**config.mk**
```make
export PLATFORM = sky130hd
export DESIGN_NAME = mem_wb_stage_flat
export DESIGN_NICKNAME = d
export VERILOG_FILES = /design/src/rtl/mem_wb_stage_if.sv /design/src/rtl/mem_wb_stage.sv /design/src/flat_wrapper.sv
export SDC_FILE = /design/constraint.sdc
export NUM_CORES = 2
export LEC_CHECK = 0
export BUFFER_PORTS_ARGS = -buffer_cell sky130_fd_sc_hd__buf_2
export CORE_ASPECT_RATIO = 0.6
export CORE_UTILIZATION = 30
export DETAILED_ROUTE_END_ITERATION = 12
export HOLD_SLACK_MARGIN = 0.05
export PLACE_DENSITY = 0.49
export SLEW_MARGIN = 40
export SYNTH_ARGS = -nofsm -noshare
export SYNTH_HDL_FRONTEND = slang
export SYNTH_SLANG_ARGS = --single-unit
```
**constraint.sdc**
```tcl
create_clock -name clk -period 9.5 [get_ports clk]
set_clock_uncertainty 0.2 [all_clocks]
set_input_delay 1.9 -clock clk [delete_from_list [all_inputs] [get_ports clk]]
set_output_delay 1.9 -clock clk [all_outputs]
set_load 0.02 [all_outputs]
```
**src/rtl/mem_wb_stage_if.sv**
```systemverilog
// ----------------------------------------------------------------------------
// mem_wb_stage_if
// Bundles the M-stage inputs and the W-stage outputs of mem_wb_stage.
//   master : the EX/MEM side and the writeback/hazard consumers (testbench)
//   slave  : mem_wb_stage itself
// Signals:
//   regwriteM, memtoRegM, memWriteM, aluOutM, writeDataM, writeRegM  (M stage)
//   stallM                                                           (to hazard unit)
//   regwriteW, memtoRegW, readDataW, aluOutW, writeRegW, resultW     (W stage)
//   misalignM  only when MEM_ALIGN_CHECK_EN is defined
// ----------------------------------------------------------------------------
interface mem_wb_stage_if;
    logic        regwriteM;
    logic        memtoRegM;
    logic        memWriteM;
    logic [31:0] aluOutM;
    logic [31:0] writeDataM;
    logic [4:0]  writeRegM;
    logic        stallM;
    logic        regwriteW;
    logic        memtoRegW;
    logic [31:0] readDataW;
    logic [31:0] aluOutW;
    logic [4:0]  writeRegW;
    logic [31:0] resultW;
`ifdef MEM_ALIGN_CHECK_EN
    logic        misalignM;
`endif

    modport master (
`ifdef MEM_ALIGN_CHECK_EN
        input  misalignM,
`endif
        output regwriteM, memtoRegM, memWriteM, aluOutM, writeDataM, writeRegM,
        input  stallM, regwriteW, memtoRegW, readDataW, aluOutW, writeRegW, resultW
    );

    modport slave (
`ifdef MEM_ALIGN_CHECK_EN
        output misalignM,
`endif
        input  regwriteM, memtoRegM, memWriteM, aluOutM, writeDataM, writeRegM,
        output stallM, regwriteW, memtoRegW, readDataW, aluOutW, writeRegW, resultW
    );
endinterface

```
**src/rtl/mem_wb_stage.sv**
```systemverilog
// ----------------------------------------------------------------------------
// mem_wb_stage
// Memory stage plus MEM/WB pipeline register of the 5-stage MIPS core.
// Holds the word-addressed data memory, models a fixed access latency of
// MEM_LAT extra cycles per load/store (stallM high while in flight) and
// registers the writeback control/data.
// Ports:
//   clk    rising-edge clock
//   clr_n  asynchronous active-low reset
//   bus    mem_wb_stage_if.slave (M inputs, stallM, W outputs)
// Parameters:
//   DEPTH    data memory words (power of two, >= 4)
//   MEM_LAT  extra cycles per memory access, 0..7
// Optional feature: define MEM_ALIGN_CHECK_EN to flag misaligned accesses on
// misalignM; such accesses complete at once, suppress the store and bubble W.
//
// state | meaning
// IDLE  | no access in flight; non-memory ops and MEM_LAT=0 ops complete here
// BUSY  | access in flight; cnt counts down to the completion cycle
// ----------------------------------------------------------------------------
module mem_wb_stage #(
    parameter int DEPTH   = 64,
    parameter int MEM_LAT = 2
) (
    input  logic          clk,
    input  logic          clr_n,
    mem_wb_stage_if.slave bus
);
    localparam int         IDX  = $clog2(DEPTH);
    localparam logic [2:0] LAT3 = 3'(MEM_LAT);

    typedef enum logic {IDLE = 1'b0, BUSY = 1'b1} state_t;

    state_t          state_q, state_d;
    logic [2:0]      cnt_q, cnt_d;
    logic            acc, misalign, stall, done, mem_we;
    logic [IDX-1:0]  idx;
    logic [31:0]     rdata;
    logic [31:0]     mem_q [DEPTH];

    logic            regwrite_w_q, regwrite_w_d;
    logic            memtoreg_w_q, memtoreg_w_d;
    logic [31:0]     readdata_w_q, readdata_w_d;
    logic [31:0]     aluout_w_q, aluout_w_d;
    logic [4:0]      writereg_w_q, writereg_w_d;

    assign acc = bus.memtoRegM | bus.memWriteM;
    // Upper address bits beyond the index are dropped, so addresses wrap.
    assign idx = bus.aluOutM[IDX+1:2];

`ifdef MEM_ALIGN_CHECK_EN
    assign misalign      = acc & (bus.aluOutM[1:0] != 2'b00);
    assign bus.misalignM = misalign;
`else
    assign misalign = 1'b0;
`endif

    // State register
    always_ff @(posedge clk or negedge clr_n) begin
        if (!clr_n) begin
            state_q <= IDLE;
            cnt_q   <= 3'd0;
        end else begin
            state_q <= state_d;
            cnt_q   <= cnt_d;
        end
    end

    // Next-state logic
    always_comb begin
        state_d = state_q;
        cnt_d   = cnt_q;
        unique case (state_q)
            IDLE: if (acc && (LAT3 != 3'd0) && !misalign) begin
                state_d = BUSY;
                cnt_d   = LAT3 - 3'd1;
            end
            BUSY: if (cnt_q != 3'd0) cnt_d = cnt_q - 3'd1;
                  else               state_d = IDLE;
            default: state_d = IDLE;
        endcase
    end

    // Outputs. Gating with clr_n keeps stallM low and blocks any memory
    // write while reset is held, even if upstream is still presenting an op.
    always_comb begin
        stall = 1'b0;
        done  = 1'b0;
        if (clr_n) begin
            unique case (state_q)
                IDLE: begin
                    stall = acc & (LAT3 != 3'd0) & ~misalign;
                    done  = ~stall;
                end
                BUSY: begin
                    stall = (cnt_q != 3'd0);
                    done  = (cnt_q == 3'd0);
                end
                default: ;
            endcase
        end
    end

    assign bus.stallM = stall;
    assign mem_we     = done & bus.memWriteM & ~misalign;
    // Asynchronous read, sampled at the same edge as a write: an illegal
    // load+store therefore returns the pre-write word.
    assign rdata      = mem_q[idx];

    always_ff @(posedge clk) begin
        if (mem_we) mem_q[idx] <= bus.writeDataM;
    end

    // W register next values: load on a clean completion, bubble on stall or
    // on a misaligned completion, otherwise hold.
    always_comb begin
        regwrite_w_d = regwrite_w_q;
        memtoreg_w_d = memtoreg_w_q;
        readdata_w_d = readdata_w_q;
        aluout_w_d   = aluout_w_q;
        writereg_w_d = writereg_w_q;
        if (done && !misalign) begin
            regwrite_w_d = bus.regwriteM;
            memtoreg_w_d = bus.memtoRegM;
            readdata_w_d = rdata;
            aluout_w_d   = bus.aluOutM;
            writereg_w_d = bus.writeRegM;
        end else if (stall || done) begin
            regwrite_w_d = 1'b0;
            memtoreg_w_d = 1'b0;
        end
    end

    always_ff @(posedge clk or negedge clr_n) begin
        if (!clr_n) begin
            regwrite_w_q <= 1'b0;
            memtoreg_w_q <= 1'b0;
            readdata_w_q <= 32'd0;
            aluout_w_q   <= 32'd0;
            writereg_w_q <= 5'd0;
        end else begin
            regwrite_w_q <= regwrite_w_d;
            memtoreg_w_q <= memtoreg_w_d;
            readdata_w_q <= readdata_w_d;
            aluout_w_q   <= aluout_w_d;
            writereg_w_q <= writereg_w_d;
        end
    end

    assign bus.regwriteW = regwrite_w_q;
    assign bus.memtoRegW = memtoreg_w_q;
    assign bus.readDataW = readdata_w_q;
    assign bus.aluOutW   = aluout_w_q;
    assign bus.writeRegW = writereg_w_q;
    assign bus.resultW   = memtoreg_w_q ? readdata_w_q : aluout_w_q;
endmodule

```
**src/flat_wrapper.sv**
```systemverilog
// flat-port wrapper written by rule: the top's interface ports become plain ports
module mem_wb_stage_flat 
#(
    parameter int DEPTH   = 64,
    parameter int MEM_LAT = 2
)
  (clk, clr_n, bus_regwriteM, bus_memtoRegM, bus_memWriteM, bus_aluOutM, bus_writeDataM, bus_writeRegM, bus_stallM, bus_regwriteW, bus_memtoRegW, bus_readDataW, bus_aluOutW, bus_writeRegW, bus_resultW);
  mem_wb_stage_if bus_i ();
  input  logic clk;
  input  logic clr_n;
  input wire logic [$bits(bus_i.regwriteM)-1:0] bus_regwriteM;
  input wire logic [$bits(bus_i.memtoRegM)-1:0] bus_memtoRegM;
  input wire logic [$bits(bus_i.memWriteM)-1:0] bus_memWriteM;
  input wire logic [$bits(bus_i.aluOutM)-1:0] bus_aluOutM;
  input wire logic [$bits(bus_i.writeDataM)-1:0] bus_writeDataM;
  input wire logic [$bits(bus_i.writeRegM)-1:0] bus_writeRegM;
  output wire logic [$bits(bus_i.stallM)-1:0] bus_stallM;
  output wire logic [$bits(bus_i.regwriteW)-1:0] bus_regwriteW;
  output wire logic [$bits(bus_i.memtoRegW)-1:0] bus_memtoRegW;
  output wire logic [$bits(bus_i.readDataW)-1:0] bus_readDataW;
  output wire logic [$bits(bus_i.aluOutW)-1:0] bus_aluOutW;
  output wire logic [$bits(bus_i.writeRegW)-1:0] bus_writeRegW;
  output wire logic [$bits(bus_i.resultW)-1:0] bus_resultW;
  assign bus_i.regwriteM = bus_regwriteM;
  assign bus_i.memtoRegM = bus_memtoRegM;
  assign bus_i.memWriteM = bus_memWriteM;
  assign bus_i.aluOutM = bus_aluOutM;
  assign bus_i.writeDataM = bus_writeDataM;
  assign bus_i.writeRegM = bus_writeRegM;
  assign bus_stallM = bus_i.stallM;
  assign bus_regwriteW = bus_i.regwriteW;
  assign bus_memtoRegW = bus_i.memtoRegW;
  assign bus_readDataW = bus_i.readDataW;
  assign bus_aluOutW = bus_i.aluOutW;
  assign bus_writeRegW = bus_i.writeRegW;
  assign bus_resultW = bus_i.resultW;
  mem_wb_stage #(.DEPTH(DEPTH), .MEM_LAT(MEM_LAT)) u_core (.clk(clk), .clr_n(clr_n), .bus(bus_i));
endmodule
```
==> reports/results.ini <==
[synthesis]
ys.flop_type = edfxtp_1
synth_xor_area_frac = 0.0001068
async_flop_share = 0.03533
synthSimpleGateAreaFrac = 0.02437
synth_fa_ha_area_frac = 0.0003052
synth_top_area_share = 0.7501
netlist_instances = 4476
synth_top_family_by_area = multiplexers
yosys.cell_types.count = 75
synth.mux.area_fraction = 0.09273
synth_edf_count = 2048
synth.net_count = 4552
netlist_top_cells_count = 2048 x edfxtp_1, 233 x a221oi_1, 224 x mux2_2, 218 x mux2i_1, 199 x nand2_1
ys_ff_latch = 2123
ys_warn_count = 0
yosysTopAreaCell = edfxtp_1
synth_area_per_cell_sq_um = 18.32
yosysMostFrequentCell = edfxtp_1
syn_area_sq_um = 81980
synth-compound-area-share = 0.08894
ys_seq_area_frac = 0.7730
synthTopCellsByArea = edfxtp_1 75%, mux4_2 3.4%, mux2_2 3.1%

[routing]
avgRoutedWirePerCell_um = 37.16
antenna_left = 0
num_vias = 48980
first_pass_iters = 6
routed_via_density = 5.738
drc_errors = 0
drt_iter0_drc = 8794
drt_wl_total_um = 317200

[cts]
cts_buffers = 204
clock-sinks = 2123
cts_root_buf = clkbuf_16
cts_buffer_depth = 4
cts_tree = built
cts.repair.resized = 0
hold_buffers = 0
post_cts_buffers = 0
htree_levels = 4
clkTransAtPathRegs_ns = 0.06
insertion_delay_ns = 0.88

[layout]
post-route-cell-area_sq_um = 95030
drive_above_1_share = 0.2326
final_nets = 4846
fin_util = 0.3501
syn_to_final_growth_pct = 15.92

[power]
p_per_area_nw_per_um2 = 220.5
power_leakage_nw = 30.15
switchingPower_mw = 5.492
power_frac_seq = 0.511
switching_share = 0.2620
p_clk_frac = 0.384
intPower_mw = 15.47
ir_drop_mv = 0.1496
pwr-share-comb = 0.106

[sta]
rsz0062_at_grt = no
slew_viol_final = 0
fin_setup_tns_ns = 0
worst_pin_slew_ns = 0.9844
max_freq_mhz = 183.3
fin_crit_ns = 5.455
fin_crit_sh = 0.5742
finalHoldViolations = 0
setup_viol = 0
maxSlewHeadroom = 0.3437

[floorplanning]
fp.dieW_um = 676.9
ios = 178
die_area_sq_um = 275400
initial_core_util = 0.3020
fp-row-count = 148
dieHeight_um = 406.9
core_area_sq_um = 271500

[worst_hold_path]
hold_class = flop to flop

[setup_path]
arrival_ns = 6.02
critPathSlowestCell = o31ai_1
required_ns = 10.06
cp_cell_sequence = buf_8 > buf_12 > buf_12 > mux2i_1 > o22ai_1 > o31ai_1 > nand4_1 > a221o_1 > o32a_1
cp_max_fo = 79
crit_type = input pin to flop
crit_path_end_kind = flop
crit_path_start_kind = input pin
worst_path_most_repeated_cell = buf_12
max_stage_delay_ns = 0.74

[global_route]
grtUsageTotal = 0.2232
antenna_found_initial = 25
gr-total-overflow = 0
grt_pass1_vias = 44980
grt_max_degree = 88
grt_first_pass_wirelength_um = 419600

[placement]
dpl_cell_area_sq_um = 88450
dpl.hpwl_um = 186100
gp_congestion = 0.8573
portBuffers = 177

[run_status]
outcome = completed

[run]
drv_cap = 0

-- critical path, delay by kind of cell --
kind,cells,cell delay (ns)
buf+inv,3,1.36
mux,1,0.43
compound gates,4,1.70
simple gates,1,0.27
-- layer usage --
layer / GRT usage / routed length (um) / up-vias
met1: 0.3420 / 140000 / 26280
met2: 0.3085 / 128600 / 3243
met5: 0 / 0 / -
met4: 0.05134 / 7951 / 0
met3: 0.06383 / 40720 / 382
li1: - / - / 19080
-- flip-flops by register name (all words and copies together), names as in the netlist --
register,count
u_core.bus.aluOutW,32
u_core.bus.memtoRegW,1
u_core.bus.readDataW,32
u_core.bus.regwriteW,1
u_core.bus.writeRegW,5
u_core.cnt_q,3
u_core.mem_q,2048
u_core.state_q,1
-- logic make-up after synthesis --
family | count (synthesis)
multiplexers | 577
AO/OA/AOI/OAI | 984
buffers and inverters | 323
XOR/XNOR | 1
adder cells (fa/ha/maj) | 2
flip-flops | 2123
AND/OR/NAND/NOR | 466
-- final cells by class --
class / instances / area [sq um]
fillers: 25500 / 176400
flip-flops and latches: 2123 / 63380
multi-input cells: 2030 / 17650
clock buffers: 262 / 5454
well taps: 3600 / 4504
repair buffers: 403 / 3147
clock inverters: 106 / 852.1
inverters: 8 / 40.04
diodes: 4 / 10.01
-- power by group through the flow --
stage          Clock (mW)  Combinational [mW]  Sequential, mW
2_1_floorplan           0               0.952            10.9
3_3_place_gp            0                2.13            10.9
4_1_cts              8.13                2.17            10.7
3_5_place_dp            0                2.16            10.9
6_report             8.04                2.21            10.7
5_1_grt              8.47                2.31            10.7
-- through the flow --
| step | setup slack, ns | cells | hold WS, ns | power, mW |
|---|---|---|---|---|
| floorplan | 4.219 | 4476 | 0.2806 | 11.85 |
| global placement | 2.836 | 8132 | 0.2571 | 13.05 |
| detailed placement | 3.250 | 8152 | 0.2621 | 13.09 |
| CTS | 4.182 | 8520 | 0.2841 | 21.02 |
| global route | 4.031 | 8533 | 0.2955 | 21.49 |
| finish | 4.045 | 8536 | 0.2777 | 20.96 |
-- cell usage in the layout, fill, tap and decap left out, drive strengths merged, types with 97 or more instances in the layout --
| cell | netlist | routed |
|---|---|---|
| o21ai | 97 | 97 |
| mux4 | 122 | 122 |
| edfxtp | 2048 | 2048 |
| buf | 204 | 402 |
| mux2i | 218 | 218 |
| clkbuf | 111 | 263 |
| a22oi | 178 | 178 |
| a221oi | 233 | 233 |
| a21oi | 127 | 127 |
| nand2 | 199 | 199 |
| nor2 | 173 | 173 |
| mux2 | 237 | 237 |
| o22ai | 102 | 102 |
-- path summary, 6_finish.rpt --
| check | startpoint | end | slack, ns | cells past startpoint |
|---|---|---|---|---|
| max | bus_aluOutM[2] | u_core.bus.readDataW[22]$_DFFE_PN0N_ | 4.04 | 9 |
| min | u_core.bus.writeRegW[2]$_DFFE_PN0N_ | u_core.bus.writeRegW[2]$_DFFE_PN0N_ | 0.28 | 2 |
| max reg2reg | u_core.cnt_q[0]$_DFFE_PN0P_ | u_core.mem_q[63][27]$_DFFE_PP_ | 4.86 | 8 |
| min reg2reg | u_core.bus.writeRegW[2]$_DFFE_PN0N_ | u_core.bus.writeRegW[2]$_DFFE_PN0N_ | 0.28 | 2 |
| max in group asynchronous | clr_n | u_core.bus.aluOutW[1]$_DFFE_PN0N_ | 7.05 | 2 |
| min in group asynchronous | clr_n | u_core.bus.aluOutW[29]$_DFFE_PN0N_ | 0.85 | 1 |
No activity file was read; power rests on OpenSTA's default activity.
